[config.mk]
export PLATFORM = sky130hd
export DESIGN_NAME = alu8_issue_wb_flat
export DESIGN_NICKNAME = d
export VERILOG_FILES = /design/src/rtl/alu8_issue_wb_if.sv /design/src/rtl/alu8_issue_wb.sv /design/src/flat_wrapper.sv
export SDC_FILE = /design/constraint.sdc
export NUM_CORES = 1
export LEC_CHECK = 0
export ABC_CLOCK_PERIOD_IN_PS = 7700
export CAP_MARGIN = 10
export CORE_ASPECT_RATIO = 1.75
export CORE_MARGIN = 4
export CORE_UTILIZATION = 55
export DETAILED_ROUTE_END_ITERATION = 8
export PLACE_DENSITY = 0.92
export SLEW_MARGIN = 5
export SYNTH_ARGS = -nofsm -noshare
export SYNTH_HDL_FRONTEND = slang
export SYNTH_SLANG_ARGS = --single-unit
[constraint.sdc]
create_clock -name clk -period 7.7 [get_ports clk]
set_input_delay 2.31 -clock clk [delete_from_list [all_inputs] [get_ports clk]]
set_output_delay 2.31 -clock clk [all_outputs]
set_load 0.005 [all_outputs]
[src/rtl/alu8_issue_wb_if.sv]
// Bundle of the instruction handshake, the alu8 operand/result bus, the retire
// outputs and the debug read port of alu8_issue_wb.
interface alu8_issue_wb_if #(
    parameter int DATA_W = 8,
    parameter int NREG   = 8
);
    localparam int AW = $clog2(NREG);

    // Instruction handshake
    logic              in_valid;
    logic              in_ready;
    logic [2:0]        in_op;
    logic [AW-1:0]     in_rd;
    logic [AW-1:0]     in_rs1;
    logic [AW-1:0]     in_rs2;
    logic [DATA_W-1:0] in_imm;

    // alu8 operand issue and result capture
    logic [2:0]        alu_funSel;
    logic [DATA_W-1:0] alu_a;
    logic [DATA_W-1:0] alu_b;
    logic [DATA_W-1:0] alu_result;
    logic              alu_zeroFlag;

    // Retire status
    logic              done;
    logic              err;
    logic [DATA_W-1:0] wb_data;
    logic              zero;

    // Debug register-file read
    logic [AW-1:0]     dbg_addr;
    logic [DATA_W-1:0] dbg_data;

    modport slave (
        input  in_valid, in_op, in_rd, in_rs1, in_rs2, in_imm,
        input  alu_result, alu_zeroFlag, dbg_addr,
        output in_ready, alu_funSel, alu_a, alu_b,
        output done, err, wb_data, zero, dbg_data
    );

    modport master (
        output in_valid, in_op, in_rd, in_rs1, in_rs2, in_imm,
        output alu_result, alu_zeroFlag, dbg_addr,
        input  in_ready, alu_funSel, alu_a, alu_b,
        input  done, err, wb_data, zero, dbg_data
    );
endinterface

[src/rtl/alu8_issue_wb.sv]
// Issue/writeback stage around the combinational alu8: accepts one
// instruction, presents registered operands to the ALU for one cycle, then
// writes the result (or an immediate) back to an internal register file.
module alu8_issue_wb #(
    parameter int DATA_W = 8,
    parameter int NREG   = 8
) (
    input  logic             clk,
    input  logic             rst,
    alu8_issue_wb_if.slave   bus
);
    localparam int AW = $clog2(NREG);

    typedef enum logic {
        IDLE = 1'b0,
        EXEC = 1'b1
    } state_t;

    state_t            state;
    state_t            stateNext;
    logic              acceptS;
    logic              retireS;

    logic [DATA_W-1:0] rf [NREG];

    logic [2:0]        opQ;
    logic [AW-1:0]     rdQ;
    logic [DATA_W-1:0] immQ;
    logic [DATA_W-1:0] aQ;
    logic [DATA_W-1:0] bQ;

    logic              doneQ;
    logic              errQ;
    logic [DATA_W-1:0] wbDataQ;
    logic              zeroQ;

    logic              wbEnS;
    logic [DATA_W-1:0] wbValS;
    logic              illegalS;
    logic              zeroUpdS;

    // State register; reset abandons any instruction in EXEC.
    always_ff @(posedge clk) begin
        if (rst) begin
            state <= IDLE;
        end else begin
            state <= stateNext;
        end
    end

    // Next state plus accept/retire strobes; EXEC always lasts one cycle.
    always_comb begin
        stateNext = state;
        acceptS   = 1'b0;
        retireS   = 1'b0;
        case (state)
            IDLE: begin
                if (bus.in_valid) begin
                    acceptS   = 1'b1;
                    stateNext = EXEC;
                end else begin
                    stateNext = IDLE;
                end
            end
            EXEC: begin
                retireS   = 1'b1;
                stateNext = IDLE;
            end
            default: begin
                stateNext = IDLE;
            end
        endcase
    end

    // Decode the latched opcode into writeback enable, value and flag update.
    always_comb begin
        wbEnS    = 1'b0;
        wbValS   = {DATA_W{1'b0}};
        illegalS = 1'b0;
        zeroUpdS = 1'b0;
        case (opQ)
            3'b000, 3'b001, 3'b010, 3'b011, 3'b111: begin
                wbEnS    = 1'b1;
                wbValS   = bus.alu_result;
                zeroUpdS = 1'b1;
            end
            3'b100: begin
                wbEnS  = 1'b1;
                wbValS = immQ;
            end
            default: begin
                illegalS = 1'b1;
            end
        endcase
    end

    // Latch instruction/operands on accept and capture retire status.
    always_ff @(posedge clk) begin
        if (rst) begin
            opQ     <= 3'b000;
            rdQ     <= {AW{1'b0}};
            immQ    <= {DATA_W{1'b0}};
            aQ      <= {DATA_W{1'b0}};
            bQ      <= {DATA_W{1'b0}};
            doneQ   <= 1'b0;
            errQ    <= 1'b0;
            wbDataQ <= {DATA_W{1'b0}};
            zeroQ   <= 1'b0;
        end else begin
            doneQ <= retireS;
            errQ  <= retireS & illegalS;
            if (acceptS) begin
                opQ  <= bus.in_op;
                rdQ  <= bus.in_rd;
                immQ <= bus.in_imm;
                aQ   <= rf[bus.in_rs1];
                bQ   <= rf[bus.in_rs2];
            end
            if (retireS) begin
                wbDataQ <= wbValS;
                if (zeroUpdS) begin
                    zeroQ <= bus.alu_zeroFlag;
                end
            end
        end
    end

    // Register file: cleared on reset, written once per retired legal op.
    always_ff @(posedge clk) begin
        if (rst) begin
            for (int i = 0; i < NREG; i++) begin
                rf[i] <= {DATA_W{1'b0}};
            end
        end else if (retireS && wbEnS) begin
            rf[rdQ] <= wbValS;
        end
    end

    assign bus.in_ready   = (state == IDLE);
    assign bus.alu_funSel = opQ;
    assign bus.alu_a      = aQ;
    assign bus.alu_b      = bQ;
    assign bus.done       = doneQ;
    assign bus.err        = errQ;
    assign bus.wb_data    = wbDataQ;
    assign bus.zero       = zeroQ;
    assign bus.dbg_data   = rf[bus.dbg_addr];
endmodule

[src/flat_wrapper.sv]
// flat-port wrapper written by rule: the top's interface ports become plain ports
module alu8_issue_wb_flat 
#(
    parameter int DATA_W = 8,
    parameter int NREG   = 8
)
  (clk, rst, bus_in_valid, bus_in_op, bus_in_rd, bus_in_rs1, bus_in_rs2, bus_in_imm, bus_alu_result, bus_alu_zeroFlag, bus_dbg_addr, bus_in_ready, bus_alu_funSel, bus_alu_a, bus_alu_b, bus_done, bus_err, bus_wb_data, bus_zero, bus_dbg_data);
  alu8_issue_wb_if #(.DATA_W(DATA_W), .NREG(NREG)) bus_i ();
  input  logic clk;
  input  logic rst;
  input wire logic [$bits(bus_i.in_valid)-1:0] bus_in_valid;
  input wire logic [$bits(bus_i.in_op)-1:0] bus_in_op;
  input wire logic [$bits(bus_i.in_rd)-1:0] bus_in_rd;
  input wire logic [$bits(bus_i.in_rs1)-1:0] bus_in_rs1;
  input wire logic [$bits(bus_i.in_rs2)-1:0] bus_in_rs2;
  input wire logic [$bits(bus_i.in_imm)-1:0] bus_in_imm;
  input wire logic [$bits(bus_i.alu_result)-1:0] bus_alu_result;
  input wire logic [$bits(bus_i.alu_zeroFlag)-1:0] bus_alu_zeroFlag;
  input wire logic [$bits(bus_i.dbg_addr)-1:0] bus_dbg_addr;
  output wire logic [$bits(bus_i.in_ready)-1:0] bus_in_ready;
  output wire logic [$bits(bus_i.alu_funSel)-1:0] bus_alu_funSel;
  output wire logic [$bits(bus_i.alu_a)-1:0] bus_alu_a;
  output wire logic [$bits(bus_i.alu_b)-1:0] bus_alu_b;
  output wire logic [$bits(bus_i.done)-1:0] bus_done;
  output wire logic [$bits(bus_i.err)-1:0] bus_err;
  output wire logic [$bits(bus_i.wb_data)-1:0] bus_wb_data;
  output wire logic [$bits(bus_i.zero)-1:0] bus_zero;
  output wire logic [$bits(bus_i.dbg_data)-1:0] bus_dbg_data;
  assign bus_i.in_valid = bus_in_valid;
  assign bus_i.in_op = bus_in_op;
  assign bus_i.in_rd = bus_in_rd;
  assign bus_i.in_rs1 = bus_in_rs1;
  assign bus_i.in_rs2 = bus_in_rs2;
  assign bus_i.in_imm = bus_in_imm;
  assign bus_i.alu_result = bus_alu_result;
  assign bus_i.alu_zeroFlag = bus_alu_zeroFlag;
  assign bus_i.dbg_addr = bus_dbg_addr;
  assign bus_in_ready = bus_i.in_ready;
  assign bus_alu_funSel = bus_i.alu_funSel;
  assign bus_alu_a = bus_i.alu_a;
  assign bus_alu_b = bus_i.alu_b;
  assign bus_done = bus_i.done;
  assign bus_err = bus_i.err;
  assign bus_wb_data = bus_i.wb_data;
  assign bus_zero = bus_i.zero;
  assign bus_dbg_data = bus_i.dbg_data;
  alu8_issue_wb #(.DATA_W(DATA_W), .NREG(NREG)) u_core (.clk(clk), .rst(rst), .bus(bus_i));
endmodule
==> impl_metrics.toml <==
[global_routing]
grt_max_degree = 50
grt_pass1_wl_um = 23800
antenna_found_initial = 0
grt_usage = 0.273
gr-total-overflow = 0
grt_pass1_vias = 4147

[layout]
diodes = 0
nNetsFinal = 571
fill_cells = 678
design_area_um2 = 6520
syn_to_final_growth_pct = 19.3
drive_above_1_share = 0.0961
multiInputGateArea_um2 = 2500
seqCellArea_um2 = 2760

[logic_synthesis]
synth_edf_count = 64
yosysWarnings = 0
ys_seq_area_frac = 0.506
async_flop_share = 0
postSynthAreaPerCell_um2 = 11.3
synth.top_cell.area_share = 0.352
synth_top_cells_by_area = "edfxtp_1, dfxtp_1, mux2i_1"
synth.cell_area_um2 = 5460
syn_inst = 483
ys_seq_elements = 106
synth_top_area_cell = "edfxtp_1"
synth_top_flop_cell = "edfxtp_1"
synth.distinct_cells = 33
syn-num-nets = 518

[place]
dp_slack_ns = 0.987
placed_cell_area_um2 = 6160
gp_congestion = 0.992
dp_hpwl_um = 11500
io_buffers = 73

[setup_path]
critPathLaunchType = "input port"
crit_slowest_cell = "mux4_1"
cp.arrival_ns = 4.39
cp_max_fo = 16
path_cells = "clkdlybuf4s50_1 > buf_4 > mux4_1 > mux2_2 > clkdlybuf4s50_1"
crit_top_cell = "clkdlybuf4s50_1"
max_stage_delay_ns = 0.62
worstSetupPathType = "in2out"
worst_ep_required_time_ns = 5.39
end_kind = "output port"

[clocking]
cts_resized = 0
cts_tree = "yes"
numCtsBuffers = 9
clk_latency_ns = 0.36
clkSlewWorstSetupHoldPaths_ns = 0.07
cts_buffer_depth = 2
post_cts_buffers = 0
cts_root_buffer = "clkbuf_16"
ctsHtreeMaxLevel = 3
ctsHoldBuffers = 0
clock-sinks = 106

[floorplanning]
core_um2 = 9590
ios = 74
rows = 47
dieArea_um2 = 11700
initial_core_util = 0.570
die_x_um = 83.3
dieHeight_um = 140

[power_and_ir_drop]
ir_worst_vdd_v = 0.000208
p_leak_nw = 2.49
power_w = 0.00135
power_density_nw_per_um2 = 208

[timing]
relSlewSlack = 0.212
finalClockSkew_ns = 0.00982
finalSetupTns_ns = 0
hold_viol = 0
fmax_mhz = 149
report.final.slew_viol_count = 0
rsz0062_at_grt = "false"
min_period_over_period = 0.870
finalSetupViolCount = 0
fin_crit_ns = 6.70
worst_pin_slew_ns = 1.18
worst_slack_ns = 0.998

[outcome]
status = "finished clean"

[detailed_routing]
drt-pass1-iter-count = 5
wirelength_um = 15700
dr.first_iter.drc_count = 416
vias = 4195
drc_errors = 0
viasPerCell = 6.33
wl_per_cell_um = 23.7
ant_nets = 0

[flow_run]
drv_cap = 0

[hold_path]
holdCritPathClass = "reg2reg"
==> Yosys cell counts, types with 9 or more instances <==
master     n
clkbuf_1  13
a21oi_1   31
dfxtp_1   42
nand2_1   31
nor3_1    16
nand2b_1   9
mux4_1    14
mux2i_1   64
a22oi_1   32
nor2_1    92
edfxtp_1  64
==> final cells by class <==
cell class,instances,area share
clock buffers,9,0.0346
clock inverters,7,0.0152
inverters,3,0.00173
multi-input cells,340,0.384
flip-flops and latches,106,0.424
well taps,122,0.0234
repair buffers,76,0.117
==> metal layers <==
layer,track usage,share of wire,vias up
met5,0,0,-
met4,0.203,0.089,0
met3,0.0544,0.061,73
met2,0.477,0.51,220
met1,0.285,0.34,2020
li1,-,-,1882
==> layout by cell type, fill, tap and decap left out, drive strengths merged, types with 7 or more instances in the layout <==
cell,instances
a211oi,10
dfxtp,42
clkbuf,9
a21oi,32
nand2b,9
mux4,16
edfxtp,64
nor3,16
a22oi,39
mux2i,64
clkdlybuf4s50,71
mux2,8
nor2,92
nor2b,7
nand2,37
==> registers in the layout, indices dropped and copies added (netlist names) <==
register	flops
u_core.state	1
u_core.bus.zero	1
u_core.bus.done	1
u_core.bus.alu_a	8
u_core.bus.err	1
u_core.bus.wb_data	8
u_core.rf	64
u_core.immQ	8
u_core.bus.alu_b	8
u_core.bus.alu_funSel	3
u_core.rdQ	3
==> where the power goes <==
part / switching [W] / internal, W
clock network: 0.000211 / 0.000288
registers: 0.0000291 / 0.000629
logic: 0.0000998 / 0.0000962
==> critical path, delay by kind of cell <==
| kind | cells | cell delay, ns |
|---|---|---|
| buffers and inverters | 3 | 1.16 |
| multiplexers | 2 | 0.92 |
==> metrics by stage <==
| stage | cells | utilization | hold slack [ns] |
|---|---|---|---|
| finish | 663 | 0.680 | 0.460 |
| global route | 663 | 0.680 | 0.479 |
| CTS | 662 | 0.677 | 0.455 |
| detailed placement | 646 | 0.643 | 0.446 |
| global placement | 646 | 0.643 | 0.442 |
| floorplan | 483 | - | 0.432 |
==> logic make-up (layout without fill, tap and decap cells) <==
| logic type | count (synthesis) | after routing | share of synthesized area |
|---|---|---|---|
| xor gates and xnor gates | 1 | 1 | 0.00160 |
| DFF | 106 | 106 | 0.506 |
| AOI/OAI and AO/OA | 82 | 82 | 0.110 |
| muxes | 88 | 88 | 0.209 |
| buffers and inverters | 37 | 95 | 0.0364 |
| and+or+nand+nor | 169 | 169 | 0.137 |
==> path summary, 6_finish.rpt <==
path,start,endpoint,slack (ns),depth (start not counted)
setup / recovery,bus_dbg_addr[0],bus_dbg_data[6],1.0,5
hold / removal,u_core.immQ[7],u_core.immQ[7],0.46,2
setup reg to reg,u_core.state,u_core.rf[7][0],5.21,4
hold reg to reg,u_core.immQ[7],u_core.immQ[7],0.46,2
Power figures use the tool's default switching activity.
